<file path="config.mk">
export PLATFORM = sky130hd
export DESIGN_NAME = ucsbece154b_bp_ctrl
export DESIGN_NICKNAME = d
export VERILOG_FILES = /design/src/rtl/ucsbece154b_bp_ctrl.sv
export SDC_FILE = /design/constraint.sdc
export NUM_CORES = 1
export LEC_CHECK = 0
export ABC_AREA = 1
export BUFFER_PORTS_ARGS = -buffer_cell sky130_fd_sc_hd__buf_4
export CAP_MARGIN = 20
export CORE_ASPECT_RATIO = 0.5
export CORE_MARGIN = 1
export CORE_UTILIZATION = 47
export DETAILED_ROUTE_END_ITERATION = 6
export GPL_ROUTABILITY_DRIVEN = 0
export PLACE_DENSITY = 0.76
export REMOVE_ABC_BUFFERS = 1
export SLEW_MARGIN = 25
export SYNTH_ARGS = -nofsm -noshare
export SYNTH_HDL_FRONTEND = slang
export SYNTH_SLANG_ARGS = --single-unit
export TNS_END_PERCENT = 30
</file>
<file path="constraint.sdc">
create_clock -name clk -period 4.22 [get_ports clk]
set_clock_uncertainty 0.2 [all_clocks]
set_input_delay 0.211 -clock clk [delete_from_list [all_inputs] [get_ports clk]]
set_output_delay 0.211 -clock clk [all_outputs]
set_load 0.03 [all_outputs]
</file>
<file path="src/rtl/ucsbece154b_bp_ctrl.sv">
// Branch-predictor update controller: carries fetch-time prediction metadata through D/E
// and turns the Execute-stage outcome into BTB/PHT/GHR updates, redirects and statistics.
module ucsbece154b_bp_ctrl #(
    parameter int NUM_BTB_ENTRIES = 32,
    parameter int NUM_GHR_BITS    = 5
) (
    input  logic                                 clk,
    input  logic                                 reset_i,
    input  logic                                 StallD_i,
    input  logic                                 FlushD_i,
    input  logic                                 FlushE_i,
    input  logic [31:0]                          PCF_i,
    input  logic                                 BranchTakenF_i,
    input  logic [31:0]                          BTBtargetF_i,
    input  logic [NUM_GHR_BITS-1:0]              PHTreadaddressF_i,
    input  logic                                 BranchE_i,
    input  logic                                 JumpE_i,
    input  logic                                 ActualTakenE_i,
    input  logic [31:0]                          ActualTargetE_i,
    output logic                                 BTB_we_o,
    output logic [$clog2(NUM_BTB_ENTRIES)-1:0]   BTBwriteaddress_o,
    output logic [65:0]                          BTBwritedata_o,
    output logic                                 PHTwe_o,
    output logic                                 PHTincrement_o,
    output logic [NUM_GHR_BITS-1:0]              PHTwriteaddress_o,
    output logic                                 GHRreset_o,
    output logic                                 MispredictE_o,
    output logic [31:0]                          RedirectPCE_o,
    output logic [31:0]                          BranchCount_o,
    output logic [31:0]                          MispredictCount_o
);

    localparam int IDX = $clog2(NUM_BTB_ENTRIES);

    typedef struct packed {
        logic                    valid;
        logic [31:0]             pc;
        logic                    pred_taken;
        logic [31:0]             pred_target;
        logic [NUM_GHR_BITS-1:0] pht_idx;
    } meta_t;

    meta_t       meta_d, meta_e;
    logic [31:0] branch_cnt, mispredict_cnt;

    logic resolve, mispredict, target_miss, is_branch;

    // Flush beats stall; only the valid bit needs clearing for a bubble.
    always_ff @(posedge clk) begin
        if (reset_i) begin
            meta_d.valid <= 1'b0;
        end else if (FlushD_i) begin
            meta_d.valid <= 1'b0;
        end else if (!StallD_i) begin
            meta_d.valid       <= 1'b1;
            meta_d.pc          <= PCF_i;
            meta_d.pred_taken  <= BranchTakenF_i;
            meta_d.pred_target <= BTBtargetF_i;
            meta_d.pht_idx     <= PHTreadaddressF_i;
        end
    end

    always_ff @(posedge clk) begin
        if (reset_i || FlushE_i) begin
            meta_e.valid <= 1'b0;
        end else begin
            meta_e <= meta_d;
        end
    end

    // A jump that is also flagged as a branch is treated purely as a jump.
    assign is_branch   = BranchE_i & ~JumpE_i;
    assign resolve     = meta_e.valid & (BranchE_i | JumpE_i);
    assign target_miss = meta_e.pred_target != ActualTargetE_i;
    assign mispredict  = (meta_e.pred_taken != ActualTakenE_i) | (ActualTakenE_i & target_miss);

    always_comb begin
        BTB_we_o          = 1'b0;
        BTBwriteaddress_o = '0;
        BTBwritedata_o    = '0;
        PHTwe_o           = 1'b0;
        PHTincrement_o    = 1'b0;
        PHTwriteaddress_o = '0;
        GHRreset_o        = 1'b0;
        MispredictE_o     = 1'b0;
        RedirectPCE_o     = '0;
        if (resolve) begin
            BTB_we_o          = ActualTakenE_i & (~meta_e.pred_taken | target_miss);
            BTBwriteaddress_o = meta_e.pc[IDX+1:2];
            BTBwritedata_o    = {is_branch, JumpE_i, 32'(meta_e.pc >> (IDX+2)), ActualTargetE_i};
            PHTwe_o           = is_branch;
            PHTincrement_o    = ActualTakenE_i;
            PHTwriteaddress_o = meta_e.pht_idx;
            GHRreset_o        = mispredict;
            MispredictE_o     = mispredict;
            RedirectPCE_o     = ActualTakenE_i ? ActualTargetE_i : meta_e.pc + 32'd4;
        end
    end

    // Statistics counters stick at all-ones rather than wrapping.
    always_ff @(posedge clk) begin
        if (reset_i) begin
            branch_cnt     <= '0;
            mispredict_cnt <= '0;
        end else begin
            if (resolve && branch_cnt != '1)
                branch_cnt <= branch_cnt + 32'd1;
            if (resolve && mispredict && mispredict_cnt != '1)
                mispredict_cnt <= mispredict_cnt + 32'd1;
        end
    end

    assign BranchCount_o     = branch_cnt;
    assign MispredictCount_o = mispredict_cnt;

endmodule

</file>
# == Word level (Yosys, flattened, before mapping) ==
# Index checks and enable logic that the tools add are counted.
# totals
ff_bits,206
latchBits,0
ramBits,0
rom_bits,0
inputBits,110
out_inout_bits,177
word_cells,46
mem_count,0
# op_classes
add_sub_neg,3
mul,0
n_div,0
magnitude_cmp,0
n_eq_ne,4
shifts,0
n_mux,9
bitwise_logic,12
reduce_logical,6
# op_table
operator,n
two-way mux 66 bit,1
"adder 32 x 1 -> 32 bit, second input constant",2
two-way mux 32 bit,2
"!= test 32 bit, second input constant",2
"adder 32 x 3 -> 32 bit, second input constant",1
!= test 32 bit,1
two-way mux 5 bit,2
NOT 1 bit,5
bitwise AND 1 bit,4
two-way mux 1 bit,4
logical AND 1 bit,3
bitwise OR 1 bit,3
AND reduction 3 bit,1
OR reduction 2 bit,1
logical OR 1 bit,1
!= test 1 bit,1

# == Logic depth before layout (Yosys ltp) ==
# depth
word_depth,5
ltp_mapped,16

# == Worst setup path before layout ==
# OpenSTA, ideal clock, no wires.
# synth_path
path_kind,in2reg
start,input reset_i
end,"register meta_d[0] (netlist name), enable pin"
setup_ns,0.498
arrival_ns,3.440
required_time_ns,3.522
setup_slack_ns,0.082
path_stages,2
n_path_buf,0
path_cell_list,or2_2 -> nor2_1
# synth_via
elab_chain_cells,2
# synth_lines
element,line,source
"start, declared",8,"input logic reset_i,"
NOT 1 bit (no line),--,
AND reduction 3 bit (no line),--,
"end, declared",43,"meta_t meta_d, meta_e;"
# No other way between the ends.
# A chain may end at the register's enable or synchronous reset.

# == Worst setup path in the final report ==
# layout_path
start,register meta_e[40] (netlist name)
end,output RedirectPCE_o[18]
# layout_via
elab_chain_cells,3
# layout_lines
element,line,source
"start, declared",43,
"start signal, assigned",67,meta_e <= meta_d;
adder 32 x 3 -> 32 bit,96,RedirectPCE_o = ActualTakenE_i ? ActualTargetE_i : meta_e.pc + 32'd4;
two-way mux 32 bit,96,
two-way mux 32 bit,87,if (resolve) begin
"end, declared",28,"output logic [31:0] RedirectPCE_o,"
# No other way between the ends.

==> results.md <==
* Iteration-0 DRC count of the detailed router at 770
* Root buf cell: clkbuf_16
* Crit-path max FO at 5
* # clock sinks at slightly above 200
* TritonCTS Buffers at 20
* Seq/Total Area, Yosys at 54.03%
* DRT Pass-1 Iters at 5
* # setup viols final at 0
* Period minus WS final at between 3000 and 4000 ps
* Synth Cell Area at around 0.010 mm2
* Max Slew Vio Count at 0
* Fraction of layout cells with a size suffix above 1 at a little under a quarter
* Largest net degree at the start of global routing at 71
* Syn Inst Count at between 1000 and 1500
* Synth-to-layout area growth at 36.40%
* Critical Path Sink Type: primary output
* FMAX at 307.1 MHz
* Post-CTS resize count at 0
* H-tree Lvls at 1
* Row count at 37
* Critical path class: reg2out
* Worst R2R Start: meta_e[32]
* Critical Path RT at about 3800 ps
* Reg-to-reg setup timing slack at about 1500 ps
* Post-synth EDFFs at 140
* PortBufs at 279
* Remaining Overflow, GRT at 0
* Slew HR at 36.81%
* Worst path slowest cell: edfxtp_1
* HPWL after DPL at approximately 21000 um
* Reg2reg end: MispredictCount_o[0]
* Syn avg cell area at about 8.4 um2
* Crit path buffers/inverters at 2
* Worst skew pair latency at approximately 500 ps
* Tot GR Track Use at about a quarter
* Final wirelength at approximately 30000 um
* PnR worst setup slack at a little under 1000 ps
* Clk slew on worst S/H paths at roughly 70 ps
* Yosys warning total at 0
* Total stage count of the critical path at 10
* DR vias at 9555
* CP arrival at between 2000 and 3000 ps
* Setup crit end: RedirectPCE_o[18]
* Cell mode on critical path: nand2_1
* Outcome: complete, no violations
* Post-synthesis cell type count at 42
* Hold Crit Class: reg2reg
* Worst Hold Path Cells at 0
* Cell family with most CP delay: simple AND/OR/NAND/NOR gates
* Critical path's largest stage delay at 430 ps
* Final nets at 1672
* Yosys reg bits at about 200
* Initial Util at 48.87%
* DRC viols at 0
* IO Pins at between 200 and 300
* Critical path launch point type: flip-flop
* Fillcell total at 1708
* Hold Violations, Final at 0
* Clock buffer depth at 3
* ANT nets after route at 0
* Power per cell area at between 300 and 400 mW/mm2
* Critical path launch point: meta_e[40]
* CTS tree: built
* Pre-CTS setup slack at approximately 1400 ps
* Cells along the critical path: ha_1 -> nand2_1 -> nor3_4 -> nand2_1 -> nor2_1 -> nand3_1 -> xor2_1 -> o22ai_1 -> inv_1 -> buf_4
* Core area at 0.02093 mm2
* Ys async rst share at 0%
* Global-route wire length before repair at between 40000 and 50000 um
* Die Width at ~210 um
* Final design utilization at between 60% and 70%
* Worst reg2reg path depth at 13
* Vias in the first global route at between 9000 and 10000
* Worst Max-Slew Pin Slew at roughly 950 ps
* Initial antenna violation count at 1
* Max_cap viols at 0
* Setup TNS at 0 ps
* DIE AREA at around 0.022 mm2
* Post-DR vias/cell at 5.126
* Maximum vdd ir drop at approximately 0.24 mV
* Lkg Pwr at 6.247 nW
* Most used DFF post-synth: edfxtp_1
* Die Height at roughly 110 um
* Final period utilization at between 70 and 80%
* RSZ-0062 raised after global routing: no
* Post-CTS setup buffers at 0
* Post-DR wirelength/cell at ~16 um
## cells in the final DEF, fill, tap and decap left out, drive strengths merged
cell type / count
clkbuf: 25
nor3b: 3
nand4: 21
a32o: 4
xor2: 29
inv: 183
buf: 286
nor2: 199
nor4: 9
dlygate4sd3: 75
clkinv: 8
nand3: 90
xnor2: 10
a21oi: 58
and3: 2
bufinv: 3
nand3b: 1
o21bai: 1
a22oi: 3
o22ai: 8
dfxtp: 66
nor3: 31
o211ai: 6
or2: 3
ha: 3
o31ai: 2
o21ai: 31
diode: 1
nand2: 261
conb: 7
edfxtp: 140
a31oi: 3
## sequential cells by signal, indices dropped and copies added, names as in the netlist
register,cells
BranchCount_o,32
meta_e,71
meta_d,71
MispredictCount_o,32
## where the power goes
group          total (mW)  internal [mW]  switching [mW]
clock                1.83           1.09           0.737
combinational       0.357          0.163           0.194
sequential           2.24           2.22          0.0209
total                4.42           3.47           0.952
## logic make-up after synthesis
group / share of synthesized area (%)
DFF: 54.03
buffers and inverters: 9.176
adders and majority gates: 0.3671
other: 0.03667
xor gates and xnor gates: 3.340
AOI/OAI and AO/OA: 6.301
and+or+nand+nor: 26.75
## per-layer routing
layer	GRT usage (%)	wire [um]	vias to the layer above	part of all wire [%]
met5	0	0	-	0
met2	46.11	14690	376	50
met3	4.934	2186	85	7.4
met1	31.95	11700	4471	39
met4	10.20	1078	0	3.6
li1	-	-	4623	-
## cells in the mapped netlist (8+ instances only)
library cell	number	area share [%]
nor3_1	20	0.98
xor2_1	29	2.5
o21ai_0	26	1.3
nand3_1	87	4.3
nand4_1	21	1.3
buf_4	14	1.0
nand2_2	10	0.61
a21oi_1	58	2.8
nor2_1	192	7.0
o22ai_1	8	0.49
nor3_2	8	0.78
dfxtp_1	66	13
inv_1	177	6.5
xnor2_1	10	0.86
nand2_1	250	9.2
nor4_1	9	0.55
clkbuf_1	14	0.51
edfxtp_1	140	41
## through the flow
stage	power (mW)	hold WS [ps]	area (um2)	instances
4_1_cts	4.449	211.7	13950	1863
3_5_place_dp	2.578	190.6	12540	1754
5_1_grt	4.549	213.3	13950	1864
6_report	4.420	203.8	13950	1864
2_1_floorplan	2.417	80.07	10000	1176
3_3_place_gp	2.571	190.0	12540	1754
## worst min-delay path by stage
stage,end,start
3_3_place_gp,meta_d[41],PCF_i[3]
6_report,meta_e[8],meta_d[8]
3_5_place_dp,meta_d[2],PHTreadaddressF_i[2]
2_1_floorplan,BranchCount_o[11],reset_i
4_1_cts,meta_e[48],meta_d[48]
5_1_grt,meta_e[48],meta_d[48]
## worst reg2reg max path: stages, from the launching register on
cell      delay, ps
edfxtp_1        400
inv_1            70
nand2_1          50
nand2_1          60
nand2_1          60
nor2_1           90
nand2_1          50
nor2_1          240
nand3_1         130
nand2_1         110
nand2_2         460
buf_4           450
a21oi_1         160
nor2_1           70
## what timing repair did
action,CTS,global route
endpoints found under the hold margin,90,0
hold buffers,75,0
setup endpoints to repair,0,0
## area by class of cell
class | count | area [um2] | area share [%]
clock inverter | 9 | 117.6 | 0.8432
sequential | 206 | 5525 | 39.61
timing repair buffer | 361 | 2898 | 20.77
tap | 292 | 365.4 | 2.619
antenna | 1 | 2.502 | 0.01794
clock buffer | 25 | 540.5 | 3.875
inverter | 185 | 694.4 | 4.978
multi-input combinational | 785 | 3805 | 27.28
Note: power is estimated with default switching activity, not from simulation.
